### config.mk
export PLATFORM = sky130hd
export DESIGN_NAME = chunked_adder
export DESIGN_NICKNAME = d
export VERILOG_FILES = /design/src/rtl/chunked_adder.sv
export SDC_FILE = /design/constraint.sdc
export NUM_CORES = 1
export LEC_CHECK = 0
export ABC_AREA = 0
export BUFFER_PORTS_ARGS = -buffer_cell sky130_fd_sc_hd__buf_2
export CORE_MARGIN = 4
export CORE_UTILIZATION = 40
export DETAILED_ROUTE_END_ITERATION = 7
export GPL_TIMING_DRIVEN = 0
export PLACE_DENSITY = 0.65
export SLEW_MARGIN = 25
export SYNTH_ARGS = -nofsm -noshare
export SYNTH_HDL_FRONTEND = slang
export SYNTH_SLANG_ARGS = --single-unit
export TNS_END_PERCENT = 10
### constraint.sdc
create_clock -name clk -period 2.47 [get_ports clk]
set_input_delay 0.3705 -clock clk [delete_from_list [all_inputs] [get_ports clk]]
set_output_delay 0.3705 -clock clk [all_outputs]
set_load 0.01 [all_outputs]
### src/rtl/chunked_adder.sv
// chunked_adder: multi-cycle adder/subtractor that processes CHUNK bits per
// clock and ripples the carry between chunks through a register.
// N = WIDTH/CHUNK cycles per operation; valid/ready handshake on both sides.
//
// Ports:
//   clk        - clock, rising-edge active
//   rst_n      - synchronous active-low reset
//   in_valid   - operands a, b, sub presented
//   in_ready   - block accepts operands this cycle
//   a, b       - WIDTH-bit operands
//   sub        - 0: a+b, 1: a-b
//   out_valid  - result available
//   out_ready  - consumer takes result this cycle
//   sum        - result modulo 2^WIDTH
//   carry_out  - carry from MSB (subtract: 1 = no borrow)
//   overflow   - signed two's-complement overflow
module chunked_adder #(
  parameter int WIDTH = 32,
  parameter int CHUNK = 8
) (
  input  logic             clk,
  input  logic             rst_n,
  input  logic             in_valid,
  output logic             in_ready,
  input  logic [WIDTH-1:0] a,
  input  logic [WIDTH-1:0] b,
  input  logic             sub,
  output logic             out_valid,
  input  logic             out_ready,
  output logic [WIDTH-1:0] sum,
  output logic             carry_out,
  output logic             overflow
);

  localparam int N  = WIDTH / CHUNK;
  localparam int IW = (N > 1) ? $clog2(N) : 1;
  localparam int CW = CHUNK + 1;
  localparam logic [IW-1:0] LAST = IW'(N - 1);

  typedef enum logic [1:0] {IDLE, RUN, DONE} state_t;

  state_t           state;
  logic [WIDTH-1:0] a_r;
  logic [WIDTH-1:0] b_r;
  logic             carry;
  logic [IW-1:0]    idx;

  logic [CW-1:0]    csum;
  logic [CHUNK-1:0] s;
  logic             c;
  logic             accept;

  assign in_ready  = rst_n && ((state == IDLE) || ((state == DONE) && out_ready));
  assign out_valid = (state == DONE);
  assign accept    = in_valid && in_ready;

  // Operand registers shift right one chunk per RUN cycle, so the active
  // chunk is always the low CHUNK bits. On the last chunk the low chunk holds
  // the operand MSBs used for the overflow test. The sum register shifts in
  // from the top, so after N chunks every slice sits at i*CHUNK.
  always_comb begin
    csum = {1'b0, a_r[CHUNK-1:0]} + {1'b0, b_r[CHUNK-1:0]} + CW'(carry);
    s    = csum[CHUNK-1:0];
    c    = csum[CHUNK];
  end

  always_ff @(posedge clk) begin
    if (!rst_n) begin
      state     <= IDLE;
      a_r       <= '0;
      b_r       <= '0;
      carry     <= 1'b0;
      idx       <= '0;
      sum       <= '0;
      carry_out <= 1'b0;
      overflow  <= 1'b0;
    end else if (accept) begin
      // Only possible in IDLE, or in DONE while the result is consumed.
      a_r   <= a;
      b_r   <= sub ? ~b : b;
      carry <= sub;
      idx   <= '0;
      state <= RUN;
    end else begin
      case (state)
        RUN: begin
          a_r   <= a_r >> CHUNK;
          b_r   <= b_r >> CHUNK;
          sum   <= (sum >> CHUNK) | (WIDTH'(s) << (WIDTH - CHUNK));
          carry <= c;
          if (idx == LAST) begin
            carry_out <= c;
            overflow  <= (a_r[CHUNK-1] == b_r[CHUNK-1]) && (s[CHUNK-1] != a_r[CHUNK-1]);
            idx       <= '0;
            state     <= DONE;
          end else begin
            idx <= idx + IW'(1);
          end
        end
        DONE: begin
          if (out_ready) state <= IDLE;
        end
        default: ;
      endcase
    end
  end

endmodule
After elaboration in Yosys (flattened, before gate mapping). Index checks and enable logic that the tools add are counted.

Bits in registers: 103. Bits of input ports: 69. Output and inout bits: 36. Word-level logic and storage cells: 51.

Add/sub/neg operators: 3. Eq/ne operators: 9. Mux-type cells: 12. Bitwise gates (word level): 4. Reduce and logical (&&, ||, !) cells: 14.

Operator list (count): $mux W32 (5); $not A32 Y32 (1); $or A24 B32 Y32 (1); $add A8 B8 Y9 (1); $add A9 B1 Y9 (1); $reduce_and A3 Y1 (3); $mux W2 (3); $eq A2 B2 Y1 const B (2); $logic_and A1 B1 Y1 (4); $pmux W2 S2 (1); $reduce_bool A2 Y1 (2); $mux W1 (3); $ne A3 B1 Y1 const B (1); $ne A3 B3 Y1 const B (1); $reduce_bool A3 Y1 (1); $add A2 B1 Y2 const B (1); $eq A2 B1 Y1 const B (1); $logic_not A2 Y1 (1); $ne A2 B1 Y1 const B (1); $ne A2 B2 Y1 const B (1); $not A1 Y1 (2); $reduce_and A2 Y1 (1); $reduce_or A2 Y1 (1); $eq A1 B1 Y1 (1); other kinds (2) (2).

Longest topological paths before layout. Gate-level depths: netlist of the first run.

Depth after elaboration: 7. Depth in mapped cells: 9. Mapped depth without buffers: 8.

Worst setup path after synthesis of the first run. OpenSTA, ideal clock, no wires.

Path kind: flip-flop to flip-flop. From: register a_r[0]. To: register carry_out. Setup time: 0.086 ns. Arrival time: 1.782 ns. Data required time: 2.384 ns. Path slack: 0.603 ns. Stages on the path, launching flop included: 9. Buffers on the path: 0. Clock period less this slack: 1.867 ns. Path through: dfxtp_1 -> fa_1 -> inv_1 -> fa_1 -> and2b_1 -> o21ai_2 -> a211oi_1 -> nor2_1 -> a211oi_1.

Cells in the longest elaborated chain, start to end: 2.

RTL lines: start: declaration (RTL line 43) `logic [WIDTH-1:0] a_r;`; start signal: assignment (RTL line 87) `a_r <= a_r >> CHUNK;`; $add A8 B8 Y9 (RTL line 62) `csum = {1'b0, a_r[CHUNK-1:0]} + {1'b0, b_r[CHUNK-1:0]} + CW'(carry);`; $add A9 B1 Y9 (RTL line 62); end signal: assignment (RTL line 75) `carry_out <= 1'b0;`; end signal: assignment (RTL line 92) `carry_out <= c;`; end: declaration (RTL line 31) `output logic carry_out,`.

No other way between the ends. A chain may end at the register's enable or synchronous reset.

Worst setup path in the final report of the first run. Same ends and word-level chain as after synthesis.

==> summary.txt, run 1 <==
Status -> finished, final reports clean
R2R Setup Slk -> 350 ps
Clock Latency Late Sink -> 340 ps
Resized cells post-CTS -> 0
Synthesized instance count -> 524
Commonest non-fill, non-tap cell in the layout -> buf_2
# port buffers -> 102
FMAX -> 0.4722 GHz
Synth top area cells -> dfxtp_1 42%, mux2i_1 15%, a211oi_1 7.8%
Placed instance count -> 773
Clock Tree Root -> clkbuf_16
Via-per-instance ratio -> 5.243
Cell depth of the worst flop-to-flop path -> 8
Power Total -> 5306 uW
Clock buffer depth -> 2
P&R area growth vs syn -> 20.01%
Cell family with most CP delay -> compound AO/OA/AOI/OAI gates
Worst EP arrival -> 2370 ps
Worst Setup End Kind -> flop
Wire length on met2 -> 5998 microns
Async SR Flop Fraction -> 0%
Post-CTS Setup Bufs -> 0
Tcrit/Tclk final -> 85.73%
Post-Route WL -> 12590 microns
Final hold slack -> 263.5 ps
Yosys Warn Count -> 0
ANT nets after route -> 0
Met1 wire length -> 5740 microns
Die area -> 14030 sq um
Maximum vdd ir drop -> 417.2 uV
Distinct cells, synth -> 41
Clk slew on worst S/H paths -> 70 ps
CP Buf/Inv Count -> 1
GRT Overall Usage -> 18.07%
Die W -> 118.4 microns
Mean Syn Cell Area -> 9.310 sq um
CP Max Fanout -> 4
CTS tree -> built
Synth Net Count -> 606
Slew headroom -> 59.87%
Critical-path cell list -> fa_1 > inv_1 > fa_1 > and2b_1 > o21ai_2 > a211oi_1 > nor2_1 > a211oi_1
Worst slew pin tran -> 601.9 ps
Grt total ovfl -> 0
Top_reg_cell synth -> dfxtp_1
Instance count on the critical path -> 8
#FFs+latches synth -> 103
Finished Layout Cells -> 789
Clk_skew -> 8.802 ps
Placeable Area -> 11960 sq um
Startpoint Class -> flop
Post-Synthesis Cell Area -> 4878 sq um
Antenna violations before repair -> 0
Vias in the first global route -> 4193
Final HPWL DP -> 9837 microns
Diode count -> 0
IO Count -> 105
Minimum clock period -> 2118 ps
Wirelength per Cell -> 15.96 microns
Final setup violation count -> 0
Yosys top cell area share -> 42.27%
Fin nets -> 719
Largest net degree at the start of global routing -> 19
Unrepaired setup endpoints after global routing -> false
Sequential-to-total area share from yosys stat -> 42.27%
Sum Neg Setup Slack -> 0 ps
Hold Path Class -> in -> reg
DRT iter0 DRCs -> 153
Drt first pass iters -> 4
Residual DRC count -> 0
Global-route wire length before repair -> 20780 microns
H-tree depth -> 3
Crit-path max cell delay -> 370 ps
PwrDens -> 906.3 nW/um^2
Clock Sinks -> 103
Leakage power -> 0.002474 uW
EDFF count, synth -> 0
WP data required -> 2730 ps
Gpl congestion -> 0.8584
Starting Density -> 40.78%
MaxCap Viol Count -> 0
Max Slew Vio Count -> 0
Hold Path Depth -> 3
Final hold vios -> 0
CTS Hold Buffers Added -> 0
Worst setup path class -> reg -> reg
Post-synth top area cell -> dfxtp_1
Share of cells above drive strength 1 -> 24.14%
Die Height -> 118.4 microns
Via count -> 4137
Commonest non-fill, non-tap cells in the layout -> 125 x buf_2, 103 x dfxtp_1, 85 x nor2_1
Cts bufs inserted -> 9
Met3 routed WL -> 683 microns
Slowest-stage cell, CP -> dfxtp_1
Num rows -> 40
Top layer in use -> met4
## sequential cells by signal, summed over array words and instances (netlist names)
signal,flops
carry,1
overflow,1
idx,2
state,2
a_r,32
carry_out,1
b_r,32
sum,32
## per-layer routing
layer,global-route usage (%),vias up
li1,-,2066
met1,23.79,1941
met2,30.12,115
met3,3.971,15
met4,4.634,0
met5,0,-
## worst paths after layout
kind / startpoint / to
worst max-delay path: a_r[0] / carry_out
worst min-delay path: a[27] / a_r[27]
worst max register to register: a_r[0] / carry_out
worst min register to register: a_r[30] / a_r[30]
## per-stage QoR
step	utilization, %	cell area (sq um)	worst slack [ps]
floorplan	-	4878	602.8
global placement	46.59	5573	397.9
detailed placement	46.59	5573	364.8
CTS	48.94	5854	334.5
global route	48.94	5854	161.5
finish	48.94	5854	352.4
## Yosys cell counts (2+ instances only)
| master | number |
|---|---|
| buf_4 | 5 |
| clkbuf_1 | 6 |
| a21oi_1 | 23 |
| buf_1 | 3 |
| nor3_1 | 4 |
| nand3_1 | 22 |
| a21o_1 | 4 |
| mux2i_1 | 72 |
| and3_1 | 2 |
| nor2_1 | 85 |
| clkbuf_8 | 3 |
| buf_2 | 23 |
| nand4_1 | 3 |
| a31oi_1 | 2 |
| nor2b_1 | 2 |
| dfxtp_1 | 103 |
| fa_1 | 2 |
| ha_1 | 11 |
| nand2_1 | 26 |
| o211ai_1 | 6 |
| a211oi_1 | 51 |
| xor2_1 | 32 |
| o21ai_0 | 6 |
| inv_1 | 11 |
## tightest hold or removal path, stage by stage
cell and delay, ps:
buf_2 100, nand2_1 40, a21oi_1 50
## logic make-up (layout without fill, tap and decap cells)
group	count (synthesis)	in the layout	share of synthesized area, %
and+or+nand+nor	151	151	13.16
AOI/OAI and AO/OA	99	99	14.21
xor gates and xnor gates	32	32	5.745
muxes	72	72	14.77
adders and majority gates	13	13	3.642
buffers and inverters	54	172	6.207
DFF	103	103	42.27
## power breakdown
part	total, uW	leakage (uW)	internal [uW]	switching [uW]
Clock	1350	0.000132	701	653
Sequential	2140	0.000840	1940	196
Combinational	1820	0.00150	784	1030
## layout make-up
class                           count  area [sq um]
Buffer                             43         261.5
Multi-Input combinational cell    367          2514
Clock buffer                       10         229.0
Fill cell                        1158          6107
Clock inverter                      6         52.55
Sequential cell                   103          2062
Inverter                           11         41.29
Timing Repair Buffer              102         510.5
Tap cell                          147         183.9
Power figures use the tool's default switching activity.
==> run 2, diff against run 1 <==
--- a/config.mk
+++ b/config.mk
@@ -6,7 +6,9 @@
 export NUM_CORES = 1
 export LEC_CHECK = 0
 export ABC_AREA = 0
+export ABC_CLOCK_PERIOD_IN_PS = 2470
 export BUFFER_PORTS_ARGS = -buffer_cell sky130_fd_sc_hd__buf_2
+export CORE_ASPECT_RATIO = 1.75
 export CORE_MARGIN = 4
 export CORE_UTILIZATION = 40
 export DETAILED_ROUTE_END_ITERATION = 7
==> summary.txt, run 2 (synthesized netlist as in run 1, its figures left out) <==
Hold Path Class -> in -> reg
Clock Sinks -> 103
CP Max Fanout -> 4
Final hold vios -> 0
Maximum vdd ir drop -> 441.3 uV
Commonest non-fill, non-tap cell in the layout -> buf_2
WP data required -> 2720 ps
Resized cells post-CTS -> 0
Worst EP arrival -> 2410 ps
Power Total -> 5349 uW
Drt first pass iters -> 5
GR Util met3 -> 2.888%
Comb pwr share -> 33.8%
Antenna violations before repair -> 0
Psw -> 1813 uW
Slowest-stage cell, CP -> dfxtp_1
Residual DRC count -> 0
Worst setup path class -> reg -> reg
Clock Tree Root -> clkbuf_16
Critical-path cell list -> fa_1 > inv_1 > fa_1 > and2b_1 > o21ai_2 > a211oi_1 > nor2_1 > a211oi_1
Final HPWL DP -> 10300 microns
Clock buffer depth -> 2
Tcrit/Tclk final -> 87.34%
Post-Route WL -> 12870 microns
CP Buf/Inv Count -> 1
Final setup violation count -> 0
Commonest non-fill, non-tap cells in the layout -> 125 x buf_2, 103 x dfxtp_1, 85 x nor2_1
Cell family with most CP delay -> adder cells
Reg power frac -> 40.0%
CTS tree -> built
Minimum clock period -> 2157 ps
Post-CTS Setup Bufs -> 0
Leakage power -> 0.002482 uW
Global-route wire length before repair -> 20680 microns
Clk_skew -> 6.520 ps
Fin nets -> 719
Via count -> 4126
MaxCap Viol Count -> 0
M1 GR Usage -> 19.27%
Largest net degree at the start of global routing -> 16
Cts bufs inserted -> 9
RR Endpoint -> carry_out
Clk slew on worst S/H paths -> 70 ps
Diode count -> 0
Clock Latency Late Sink -> 340 ps
H-tree depth -> 3
Crit-path max cell delay -> 400 ps
Die area -> 14100 sq um
Startpoint Class -> flop
R2R Setup Slk -> 310 ps
Sum Neg Setup Slack -> 0 ps
Worst slew pin tran -> 593.7 ps
Share of cells above drive strength 1 -> 23.83%
Unrepaired setup endpoints after global routing -> false
P&R area growth vs syn -> 20.70%
GRT Max-Usage Layer -> met2
FMAX -> 0.4636 GHz
Wirelength per Cell -> 15.95 microns
Placeable Area -> 12000 sq um
Gpl congestion -> 0.8524
Vias in the first global route -> 4142
PwrDens -> 908.4 nW/um^2
Num rows -> 53
Die W -> 91.48 microns
Instance count on the critical path -> 8
Grt total ovfl -> 0
IO Count -> 105
Net Sw Frac -> 33.89%
CTS Hold Buffers Added -> 0
Die Height -> 154.1 microns
Filler cells -> 1191
Worst Hold Launch -> a[30]
DRT iter0 DRCs -> 148
GRT Overall Usage -> 18.41%
Final setup margin -> 312.8 ps
ANT nets after route -> 0
Regs by FF count -> a_r: 32 flops, b_r: 32 flops, sum: 32 flops
Starting Density -> 40.64%
Slew headroom -> 60.42%
Via-per-instance ratio -> 5.113
Hold Path Depth -> 3
Met2 usage -> 35.26%
P_int -> 3536 uW
Worst r2r src -> b_r[0]
Max Slew Vio Count -> 0
Status -> finished, final reports clean
Hold EP -> a_r[30]
# port buffers -> 102
Dpl ws -> 327.6 ps
Cell depth of the worst flop-to-flop path -> 8
Worst Setup End Kind -> flop
Clock Power Share -> 26.2%
run 2: metrics by stage:
| step | utilization, % | hold WS, ps | instance area [sq um] | cells |
|---|---|---|---|---|
| 3_3_place_gp | 46.62 | 458.7 | 5595 | 791 |
| 2_1_floorplan | - | 447.6 | 4878 | 524 |
| 6_report | 49.06 | 270.6 | 5888 | 807 |
| 5_1_grt | 49.06 | 273.4 | 5888 | 807 |
| 4_1_cts | 49.06 | 268.1 | 5888 | 807 |
| 3_5_place_dp | 46.62 | 460.7 | 5595 | 791 |
run 2: area by class of cell:
class / count / area (sq um) / share of cell area [%]
well taps: 165 / 206.4 / 3.506
clock buffers: 13 / 250.2 / 4.250
repair buffers: 102 / 510.5 / 8.670
multi-input cells: 367 / 2514 / 42.69
inverters: 11 / 41.29 / 0.7012
clock inverters: 3 / 42.54 / 0.7225
flip-flops and latches: 103 / 2062 / 35.02
plain buffers: 43 / 261.5 / 4.441
run 2: worst max-delay path by stage:
stage	end	start
2_1_floorplan	carry_out	a_r[0]
3_3_place_gp	carry_out	b_r[0]
3_5_place_dp	carry_out	b_r[0]
4_1_cts	carry_out	b_r[0]
5_1_grt	carry_out	b_r[0]
6_report	carry_out	b_r[0]
run 2: power by group through the flow:
| stage | sequential, uW | clock [uW] | combinational (uW) |
|---|---|---|---|
| final | 2140 | 1400 | 1810 |
| after global routing | 2170 | 1490 | 1980 |
| after CTS | 2140 | 1420 | 1820 |
| after detailed placement | 2170 | 0 | 1810 |
| after global placement | 2160 | 0 | 1760 |
| after floorplan | 2120 | 0 | 1340 |
run 2: routing by layer:
layer	vias up	routed length [microns]
met2	109	7091
met5	-	0
met4	0	472
li1	2058	-
met1	1930	4856
met3	29	452
run 2: worst reg2reg max path: cells and delay by family (launching register included):
family / cells / cell delay (ps)
buffers and inverters: 1 / 70
adder cells (fa/ha/maj): 2 / 650
AO/OA/AOI/OAI: 3 / 620
flip-flops: 1 / 400
AND/OR/NAND/NOR: 2 / 330
==> run 3, diff against run 2 <==
--- a/config.mk
+++ b/config.mk
@@ -8,12 +8,15 @@
 export ABC_AREA = 0
 export ABC_CLOCK_PERIOD_IN_PS = 2470
 export BUFFER_PORTS_ARGS = -buffer_cell sky130_fd_sc_hd__buf_2
+export CELL_PAD_IN_SITES_DETAIL_PLACEMENT = 1
+export CELL_PAD_IN_SITES_GLOBAL_PLACEMENT = 1
 export CORE_ASPECT_RATIO = 1.75
 export CORE_MARGIN = 4
 export CORE_UTILIZATION = 40
 export DETAILED_ROUTE_END_ITERATION = 7
 export GPL_TIMING_DRIVEN = 0
-export PLACE_DENSITY = 0.65
+export PLACE_DENSITY = 0.81
+export SKIP_CTS_REPAIR_TIMING = 1
 export SLEW_MARGIN = 25
 export SYNTH_ARGS = -nofsm -noshare
 export SYNTH_HDL_FRONTEND = slang
==> summary.txt, run 3 (synthesized netlist as in run 1, its figures left out) <==
Status -> finished, final reports clean
Cts bufs inserted -> 9
CP dominant cell by count -> fa_1
Max Slew Vio Count -> 0
Clk slew on worst S/H paths -> 70 ps
Worst slew pin tran -> 601.5 ps
Slew headroom -> 59.90%
H-tree depth -> 3
Clock Sinks -> 103
PwrDens -> 934.7 nW/um^2
GRT Overall Usage -> 20.82%
Unrepaired setup endpoints after global routing -> false
Commonest non-fill, non-tap cell in the layout -> buf_2
Worst Setup End Kind -> flop
Diode count -> 0
Clock buffer depth -> 2
Share of cells above drive strength 1 -> 24.34%
ANT nets after route -> 0
Worst setup path start -> a_r[0]
CP Max Fanout -> 4
P&R area growth vs syn -> 21.36%
Minimum clock period -> 2208 ps
FMAX -> 0.4529 GHz
Cell depth of the worst flop-to-flop path -> 8
Tcrit/Tclk final -> 89.39%
RR Endpoint -> sum[30]
Worst setup endpoint -> sum[30]
Register area -> 2062 sq um
Commonest non-fill, non-tap cells in the layout -> 125 x buf_2, 103 x dfxtp_1, 85 x nor2_1
Worst EP arrival -> 2410 ps
Largest net degree at the start of global routing -> 17
Worst setup path class -> reg -> reg
Worst Hold Launch -> a[30]
Grt total ovfl -> 0
Num rows -> 53
Drt first pass iters -> 4
Die area -> 14100 sq um
MaxCap Viol Count -> 0
Crit-path max cell delay -> 480 ps
Maximum vdd ir drop -> 382.8 uV
Post-Route WL -> 14280 microns
Final setup violation count -> 0
Die Height -> 154.1 microns
Global-route wire length before repair -> 22870 microns
DRT iter0 DRCs -> 131
Via count -> 4197
Met1 wire length -> 5113 microns
Clock Latency Late Sink -> 350 ps
Clock Tree Root -> clkbuf_16
Clk_skew -> 9.884 ps
Wire length on met2 -> 7978 microns
Final HPWL DP -> 11320 microns
Vias in the first global route -> 4526
Startpoint Class -> flop
Via-per-instance ratio -> 5.207
Power Total -> 5534 uW
Antenna violations before repair -> 0
CTS tree -> built
IO Count -> 105
Placeable Area -> 12000 sq um
Fin nets -> 719
WP data required -> 2670 ps
Hold Path Class -> in -> reg
Worst r2r src -> a_r[0]
Final hold vios -> 0
Regs by FF count -> a_r: 32 flops, b_r: 32 flops, sum: 32 flops
Top layer in use -> met4
Residual DRC count -> 0
Leakage power -> 0.002497 uW
Die W -> 91.48 microns
Post-Route Utilization -> 49.33%
Wirelength per Cell -> 17.71 microns
# port buffers -> 102
R2R Setup Slk -> 260 ps
Critical-path cell list -> fa_1 > inv_1 > fa_1 > and2b_1 > o21ai_2 > a21oi_1 > o2111ai_1 > o311ai_0
Filler cells -> 1426
Gpl congestion -> 0.8641
Area of the multi-input gates -> 2519 sq um
Slowest-stage cell, CP -> fa_1
Sum Neg Setup Slack -> 0 ps
Starting Density -> 40.64%
Met3 routed WL -> 516 microns
==> run 3: changes by cell type in the layout (fill, tap and decap cells not counted), sizes merged <==
cell / delta
bufinv: +1
clkbuf: -3
inv: +1
==> run 3: through the flow <==
| stage | instance area, sq um | setup slack, ps | hold WS (ps) | instances |
|---|---|---|---|---|
| 3_5_place_dp | 5595 | 226.6 | 463.8 | 791 |
| 2_1_floorplan | 4878 | 602.8 | 447.6 | 524 |
| 6_report | 5921 | 262.0 | 257.7 | 806 |
| 4_1_cts | 5916 | 196.9 | 254.2 | 806 |
| 3_3_place_gp | 5595 | 315.5 | 455.3 | 791 |
| 5_1_grt | 5921 | 31.75 | 265.0 | 806 |
==> run 3: power breakdown <==
part           total (uW)  switching (uW)  leakage [uW]  internal, uW
combinational        1860            1070       0.00150           785
clock                1530             621      0.000155           912
sequential           2140             202      0.000840          1940
total                5530            1900       0.00250          3640
==> run 3: per-layer routing <==
layer,vias up,GRT usage (%)
met5,-,0
li1,2050,-
met1,1999,20.62
met4,0,12.09
met3,37,3.182
met2,111,39.87
==> run 3: worst min-delay path by stage <==
stage                     depth (start not counted)       to  slack (ps)
final                                             3  a_r[30]         260
after global routing                              3  a_r[30]         270
after floorplan                                   2  a_r[24]         450
after detailed placement                          2  a_r[28]         460
after global placement                            2  a_r[28]         460
after CTS                                         3  a_r[30]         250
==> run 3: area by class of cell <==
type	instances	share of cell area, %
inverter	11	0.6974
tap	165	3.487
clock inverter	5	1.374
sequential	103	34.83
clock buffer	10	4.036
buffer	43	4.417
multi-input combinational	367	42.54
timing repair buffer	102	8.622
==> run 3: worst max-delay path, delay by kind of cell (launching register included) <==
family	cells	cell delay (ps)
adder cells (fa/ha/maj)	2	710
AO/OA/AOI/OAI	4	680
flip-flops	1	330
AND/OR/NAND/NOR	1	220
buffers and inverters	1	110
